### src/rtl/trace_pkg.sv
// Shared types for the retire trace monitor: FSM states, trace entry layout
// and register-address width.
package trace_pkg;
  localparam int REGADDR_W = 5;
  localparam int DEF_XLEN  = 32;
  localparam int DEF_CYC_W = 16;

  typedef enum logic [1:0] {IDLE, RUN, DRAIN, DONE} mon_state_t;

  typedef struct packed {
    logic [REGADDR_W-1:0] rd;
    logic [DEF_XLEN-1:0]  data;
    logic [DEF_CYC_W-1:0] cycle;
  } trace_entry_t;
endpackage

### src/rtl/retire_trace_monitor_if.sv
// Trace drain port: valid/ready handshake carrying the FIFO head entry.
interface retire_trace_monitor_if
  import trace_pkg::*;
#(
  parameter int XLEN  = 32,
  parameter int CYC_W = 16
);
  logic                 trace_valid;
  logic                 trace_ready;
  logic [REGADDR_W-1:0] trace_rd;
  logic [XLEN-1:0]      trace_data;
  logic [CYC_W-1:0]     trace_cycle;

  modport master (output trace_valid, trace_rd, trace_data, trace_cycle,
                  input  trace_ready);
  modport slave  (input  trace_valid, trace_rd, trace_data, trace_cycle,
                  output trace_ready);
endinterface

### src/rtl/trace_fifo.sv
// First-word-fall-through FIFO for trace entries; extra pointer MSB
// distinguishes full from empty. Head reads as zero while empty.
module trace_fifo
  import trace_pkg::*;
#(
  parameter int  DEPTH = 16,
  parameter type T     = trace_entry_t
) (
  input  logic clk,
  input  logic rst_n,
  input  logic push,
  input  logic pop,
  output logic full,
  output logic empty,
  input  T     din,
  output T     dout
);
  localparam int AW = $clog2(DEPTH);

  T             mem [DEPTH];
  logic [AW:0]  wr_ptr, rd_ptr;
  logic         do_push, do_pop;

  assign empty   = (wr_ptr == rd_ptr);
  assign full    = (wr_ptr[AW] != rd_ptr[AW]) && (wr_ptr[AW-1:0] == rd_ptr[AW-1:0]);
  assign do_pop  = pop && !empty;
  assign do_push = push && (!full || do_pop);
  assign dout    = empty ? '0 : mem[rd_ptr[AW-1:0]];

  always_ff @(posedge clk or negedge rst_n) begin
    if (!rst_n) begin
      wr_ptr <= '0;
      rd_ptr <= '0;
    end else begin
      if (do_push) wr_ptr <= wr_ptr + 1'b1;
      if (do_pop)  rd_ptr <= rd_ptr + 1'b1;
    end
  end

  always_ff @(posedge clk) begin
    if (do_push) mem[wr_ptr[AW-1:0]] <= din;
  end
endmodule

### src/rtl/retire_trace_monitor.sv
// Run monitor beside the core: traces register write-backs into a FIFO,
// counts cycles/retirements and ends a run on PC halt or cycle timeout.
module retire_trace_monitor
  import trace_pkg::*;
#(
  parameter int XLEN        = 32,
  parameter int FIFO_DEPTH  = 16,
  parameter int CYC_W       = 16,
  parameter int MAX_CYCLES  = 30,
  parameter int HALT_REPEAT = 4
) (
  input  logic                   clk,
  input  logic                   rst_n,
  input  logic                   start,
  input  logic [XLEN-1:0]        pc_in,
  input  logic                   wb_en,
  input  logic [REGADDR_W-1:0]   wb_rd,
  input  logic [XLEN-1:0]        wb_data,
  retire_trace_monitor_if.master trace,
  output logic                   running,
  output logic                   done,
  output logic                   halted,
  output logic                   timeout,
  output logic [CYC_W-1:0]       cycle_count,
  output logic [CYC_W-1:0]       retire_count,
  output logic [CYC_W-1:0]       dropped
);
  localparam int SW = $clog2(HALT_REPEAT + 1);

  typedef struct packed {
    logic [REGADDR_W-1:0] rd;
    logic [XLEN-1:0]      data;
    logic [CYC_W-1:0]     cycle;
  } entry_t;

  mon_state_t      state, state_nxt;
  logic [XLEN-1:0] prev_pc;
  logic [SW-1:0]   stable_cnt;
  logic            fifo_full, fifo_empty;
  logic            pop, push, qual, start_run, pc_eq, halt_hit, to_hit;
  entry_t          din, dout;

  assign start_run = ((state == IDLE) || (state == DONE)) && start;
  assign qual      = (state == RUN) && wb_en && (wb_rd != '0);
  assign pop       = !fifo_empty && trace.trace_ready;
  assign push      = qual && (!fifo_full || pop);
  assign pc_eq     = (pc_in == prev_pc);
  // stable_cnt holds equal comparisons seen so far; this cycle's match is the last one needed
  assign halt_hit  = (state == RUN) && pc_eq && (stable_cnt == SW'(HALT_REPEAT - 2));
  assign to_hit    = (state == RUN) && (cycle_count == CYC_W'(MAX_CYCLES - 1));
  assign din       = '{rd: wb_rd, data: wb_data, cycle: cycle_count};

  trace_fifo #(
    .DEPTH (FIFO_DEPTH),
    .T     (entry_t)
  ) u_fifo (
    .clk   (clk),
    .rst_n (rst_n),
    .push  (push),
    .pop   (pop),
    .full  (fifo_full),
    .empty (fifo_empty),
    .din   (din),
    .dout  (dout)
  );

  always_ff @(posedge clk or negedge rst_n) begin
    if (!rst_n) state <= IDLE;
    else        state <= state_nxt;
  end

  always_comb begin
    state_nxt = state;
    unique case (state)
      IDLE, DONE: if (start) state_nxt = RUN;
      RUN:        if (halt_hit || to_hit) state_nxt = DRAIN;
      DRAIN:      if (fifo_empty) state_nxt = DONE;
      default:    state_nxt = IDLE;
    endcase
  end

  always_ff @(posedge clk or negedge rst_n) begin
    if (!rst_n) begin
      cycle_count  <= '0;
      retire_count <= '0;
      dropped      <= '0;
      stable_cnt   <= '0;
      halted       <= 1'b0;
      timeout      <= 1'b0;
    end else if (start_run) begin
      cycle_count  <= '0;
      retire_count <= '0;
      dropped      <= '0;
      stable_cnt   <= '0;
      halted       <= 1'b0;
      timeout      <= 1'b0;
    end else if (state == RUN) begin
      if (cycle_count != '1) cycle_count <= cycle_count + 1'b1;
      if (qual && (retire_count != '1)) retire_count <= retire_count + 1'b1;
      if (qual && fifo_full && !pop && (dropped != '1)) dropped <= dropped + 1'b1;
      stable_cnt <= pc_eq ? stable_cnt + 1'b1 : '0;
      if (halt_hit) halted  <= 1'b1;
      if (to_hit)   timeout <= 1'b1;
    end
  end

  always_ff @(posedge clk or negedge rst_n) begin
    if (!rst_n) prev_pc <= '0;
    else        prev_pc <= pc_in;
  end

  assign running           = (state == RUN);
  assign done              = (state == DONE);
  assign trace.trace_valid = !fifo_empty;
  assign trace.trace_rd    = dout.rd;
  assign trace.trace_data  = dout.data;
  assign trace.trace_cycle = dout.cycle;
endmodule
### src/flat_wrapper.sv
// flat-port wrapper written by rule: the top's interface ports become plain ports
module retire_trace_monitor_flat import trace_pkg::*;
#(
  parameter int XLEN        = 32,
  parameter int FIFO_DEPTH  = 16,
  parameter int CYC_W       = 16,
  parameter int MAX_CYCLES  = 30,
  parameter int HALT_REPEAT = 4
)
  (clk, rst_n, start, pc_in, wb_en, wb_rd, wb_data, running, done, halted, timeout, cycle_count, retire_count, dropped, trace_trace_valid, trace_trace_rd, trace_trace_data, trace_trace_cycle, trace_trace_ready);
  retire_trace_monitor_if #(.XLEN(XLEN), .CYC_W(CYC_W)) trace_i ();
  input  logic clk;
  input  logic rst_n;
  input  logic start;
  input  logic [XLEN-1:0] pc_in;
  input  logic wb_en;
  input  logic [REGADDR_W-1:0] wb_rd;
  input  logic [XLEN-1:0] wb_data;
  output logic running;
  output logic done;
  output logic halted;
  output logic timeout;
  output logic [CYC_W-1:0] cycle_count;
  output logic [CYC_W-1:0] retire_count;
  output logic [CYC_W-1:0] dropped;
  output wire logic [$bits(trace_i.trace_valid)-1:0] trace_trace_valid;
  output wire logic [$bits(trace_i.trace_rd)-1:0] trace_trace_rd;
  output wire logic [$bits(trace_i.trace_data)-1:0] trace_trace_data;
  output wire logic [$bits(trace_i.trace_cycle)-1:0] trace_trace_cycle;
  input wire logic [$bits(trace_i.trace_ready)-1:0] trace_trace_ready;
  assign trace_trace_valid = trace_i.trace_valid;
  assign trace_trace_rd = trace_i.trace_rd;
  assign trace_trace_data = trace_i.trace_data;
  assign trace_trace_cycle = trace_i.trace_cycle;
  assign trace_i.trace_ready = trace_trace_ready;
  retire_trace_monitor #(.XLEN(XLEN), .FIFO_DEPTH(FIFO_DEPTH), .CYC_W(CYC_W), .MAX_CYCLES(MAX_CYCLES), .HALT_REPEAT(HALT_REPEAT)) u_core (.clk(clk), .rst_n(rst_n), .start(start), .pc_in(pc_in), .wb_en(wb_en), .wb_rd(wb_rd), .wb_data(wb_data), .trace(trace_i), .running(running), .done(done), .halted(halted), .timeout(timeout), .cycle_count(cycle_count), .retire_count(retire_count), .dropped(dropped));
endmodule
### config.mk
export PLATFORM = sky130hd
export DESIGN_NAME = retire_trace_monitor_flat
export DESIGN_NICKNAME = d
export VERILOG_FILES = /design/src/rtl/trace_pkg.sv /design/src/rtl/retire_trace_monitor_if.sv /design/src/rtl/trace_fifo.sv /design/src/rtl/retire_trace_monitor.sv /design/src/flat_wrapper.sv
export SDC_FILE = /design/constraint.sdc
export NUM_CORES = 1
export LEC_CHECK = 0
export BUFFER_PORTS_ARGS = -buffer_cell sky130_fd_sc_hd__buf_2
export CAP_MARGIN = 5
export CORE_MARGIN = 2
export CORE_UTILIZATION = 48
export DETAILED_ROUTE_END_ITERATION = 12
export PLACE_DENSITY = 0.77
export SLEW_MARGIN = 30
export SYNTH_ARGS = -nofsm -noshare
export SYNTH_HDL_FRONTEND = slang
export SYNTH_HIERARCHICAL = 1
export SYNTH_SLANG_ARGS = --single-unit
### constraint.sdc
create_clock -name clk -period 15.7 [get_ports clk]
set_clock_uncertainty 0.2 [all_clocks]
set_input_delay 0.785 -clock clk [delete_from_list [all_inputs] [get_ports clk]]
set_output_delay 0.785 -clock clk [all_outputs]
set_load 0.02 [all_outputs]
==> metrics.yaml <==
global_route.overflow_total: 0
detail_route.iter0.violations: 2087
area_share_of_fa_ha_maj_cells_after_synthesis_pct: 0.4795
synth-compound-area-share_pct: 3.569
grt_usage_pct: 21.43
via_count: 18520
final_cell_mix: "sky130_fd_sc_hd__edfxtp_1, sky130_fd_sc_hd__mux4_2, sky130_fd_sc_hd__buf_2"
relSlewSlack_pct: 33.57
die_h_um: 279.9
totalWireLength_mm: 83.31
core_sq_mm: 0.07570
layout-drive-gt1-share_pct: 29.02
setup_tns_ns: 0
antenna_violations_before_repair: 8
cp-start-kind: "register"
synth-xor-area-share_pct: 2.038
period_needed_ns: 5.167
clock_slew_at_the_register_clock_pins_of_the_worst_setup_and_hold_paths_ns: 0.06
remaining_drc_errors: 0
final_common_cell: "sky130_fd_sc_hd__edfxtp_1"
unrepaired_setup_endpoints_after_global_routing: "false"
vdd_ir_drop_max_mv: 0.1118
ios: 180
clk_root_buffer_cell: "sky130_fd_sc_hd__clkbuf_16"
cts_made_buffers: 93
cellPowerDensity_mw_per_mm2: 177.0
cts_tree: "done"
yosysSeqAreaShare_pct: 76.35
clock_sinks: 945
grt_util_met3_pct: 4.229
setup.worst_path.end_class: "primary output"
max-clock-path-buffers: 3
yosysWarnings: 6
detailed_place_hpwl_mm: 43.12
data_arrival_time_of_the_critical_path_ns: 4.18
final_antenna_net_count: 0
grt_first_pass_wirelength_mm: 123.4
cell_variety_after_synth: 51
syn_inst_count: 1751
start_util_pct: 48.26
critical_path_required_ns: 14.72
timing_worst_slew_pin_value_ns: 0.9964
drt_pass1_iterations: 5
final_critical_path_setup_slack_ns: 10.53
synth_simple_gate_area_share_pct: 2.781
htree_num_levels: 3
nNetsFinal: 2056
drt-vias-per-instance: 6.118
area_of_the_mapped_netlist_sq_mm: 0.03653
cts_hold_buf: 1
final_cell_area_sq_mm: 0.04172
postSynthRegisterBits: 945
synth_top_family_by_area: "multiplexers"
quantity_of_gates_resized_following_cts: 0
total_leakage_power_nw: 13.98
fin_total_pwr_mw: 7.382
die_width_um: 279.9
setup_violations: 0
syn_area_per_cell_sq_um: 20.86
grt_pass1_vias: 19280
fmax_mhz: 193.5
final.period_utilization_pct: 32.91
rows: 101
grt-busiest-layer: "met2"
grt_use_met1_pct: 29.26
placer_congestion: 0.7931
postCtsSetupBuffers: 0
maxCapViolCount: 0
synth_enable_flop_cells: 848
synth.top_cell.area_share_pct: 69.70
final_max_slew_viol_count: 0
worst-setup-path-type: "reg -> out"
met2_track_usage_gr_pct: 35.25
mux_cell_area_share_after_synthesis_pct: 13.24
dpl_worst_slack_ns: 11.23
final-hold-violation-count: 0
status: "completed"
io_buffers: 179
synth.net_count: 1839
grt_start_max_net_pins: 75
clock_insertion_delay_worst_skew_ns: 0.64
timing.critical_path.fanout_max: 65
post_synth_main_area_contributors: "sky130_fd_sc_hd__edfxtp_1, sky130_fd_sc_hd__mux4_2, sky130_fd_sc_hd__dfrtp_1"
die_area_sq_mm: 0.07833
avgRoutedWirePerCell_um: 27.51
synth_top_area_cell: "sky130_fd_sc_hd__edfxtp_1"
hold_path_class: "in -> reg"
syn_to_final_growth_pct: 14.19
synth_flop_cell: "sky130_fd_sc_hd__edfxtp_1"
placedInstanceArea_sq_mm: 0.03860
synthArstFlopShare_pct: 10.26
-- report_power, final --
part           internal [mW]  switching [mW]
logic                  0.847            1.28
registers               2.92           0.116
clock network           1.29           0.933
-- area by class of cell --
| cell class | count | area (sq um) |
|---|---|---|
| Sequential cell | 945 | 27900 |
| Antenna cell | 3 | 7.507 |
| Fill cell | 5473 | 33980 |
| Tap cell | 978 | 1224 |
| Clock inverter | 63 | 656.9 |
| Timing Repair Buffer | 213 | 1254 |
| Inverter | 13 | 48.80 |
| Multi-Input combinational cell | 702 | 8209 |
| Clock buffer | 111 | 2416 |
-- state kept, by name, summed over array words and instances (netlist names) --
name / flops
u_core/u_fifo/mem: 848
u_core/u_fifo/rd_ptr: 5
u_core/timeout: 1
u_core/prev_pc: 32
u_core/halted: 1
u_core/u_fifo/wr_ptr: 5
u_core/stable_cnt: 3
u_core/dropped: 16
u_core/retire_count: 16
u_core/cycle_count: 16
u_core/state: 2
-- Yosys cell counts (3+ instances only) --
library cell,instances
sky130_fd_sc_hd__nor3b_1,3
sky130_fd_sc_hd__a21oi_1,59
sky130_fd_sc_hd__o21ai_0,5
sky130_fd_sc_hd__nand3_1,17
sky130_fd_sc_hd__edfxtp_1,848
sky130_fd_sc_hd__a22oi_1,106
sky130_fd_sc_hd__o21bai_1,3
sky130_fd_sc_hd__buf_4,6
sky130_fd_sc_hd__nand2b_1,3
sky130_fd_sc_hd__mux4_2,212
sky130_fd_sc_hd__nand4_1,18
sky130_fd_sc_hd__mux2i_1,4
sky130_fd_sc_hd__and3_1,18
sky130_fd_sc_hd__dfrtp_1,97
sky130_fd_sc_hd__and4_1,6
sky130_fd_sc_hd__nand2_1,24
sky130_fd_sc_hd__nor2_1,68
sky130_fd_sc_hd__nor2b_1,5
sky130_fd_sc_hd__buf_2,31
sky130_fd_sc_hd__clkbuf_1,38
sky130_fd_sc_hd__nor4_1,11
sky130_fd_sc_hd__ha_1,14
sky130_fd_sc_hd__and2_1,7
sky130_fd_sc_hd__buf_6,15
sky130_fd_sc_hd__or3_1,4
sky130_fd_sc_hd__inv_1,13
sky130_fd_sc_hd__nor3_1,4
sky130_fd_sc_hd__xnor2_1,26
sky130_fd_sc_hd__xor2_1,59
-- logic make-up (layout without fill, tap and decap cells) --
| kind of cell | count (synthesis) | count (layout) |
|---|---|---|
| xor+xnor | 85 | 85 |
| buf+inv | 104 | 400 |
| simple gates | 197 | 197 |
| other cells | 0 | 3 |
| mux | 218 | 218 |
| flops | 945 | 945 |
| fa+ha+maj | 14 | 14 |
| compound gates | 188 | 188 |
-- stage by stage --
step,utilization [%],cells,hold WS [ns]
global placement,50.84,2845,0.2820
CTS,55.07,3025,0.03700
finish,55.11,3028,0.07123
global route,55.11,3027,0.05558
detailed placement,51.00,2850,0.3078
floorplan,-,1751,0.2894
-- path summary, 6_finish.rpt --
path / slack [ns] / end / startpoint / cells past startpoint
worst max register to register: 11.36 / u_core/u_fifo/mem[0][14] / u_core/u_fifo/rd_ptr[0] / 8
worst max-delay path: 10.53 / trace_trace_cycle[1] / u_core/u_fifo/rd_ptr[1] / 6
max in group asynchronous: 13.96 / u_core/prev_pc[27] / rst_n / 3
min in group asynchronous: 0.39 / u_core/retire_count[1] / rst_n / 2
worst min-delay path: 0.07 / u_core/prev_pc[18] / pc_in[18] / 1
worst min register to register: 0.32 / u_core/halted / u_core/halted / 2
-- per-layer routing --
layer,routed length (um),part of all wire (%)
met1,32300,39
met2,41550,50
met3,7360,8.8
met4,2061,2.5
met5,37,0.044
-- critical path, cell delays in order (launching register included) --
cell,delay (ns)
sky130_fd_sc_hd__dfrtp_4,0.58
sky130_fd_sc_hd__buf_4,0.82
sky130_fd_sc_hd__buf_4,0.88
sky130_fd_sc_hd__mux4_2,0.37
sky130_fd_sc_hd__a22oi_1,0.10
sky130_fd_sc_hd__a21oi_1,0.48
sky130_fd_sc_hd__buf_2,0.28
No activity file was read; power rests on OpenSTA's default activity.
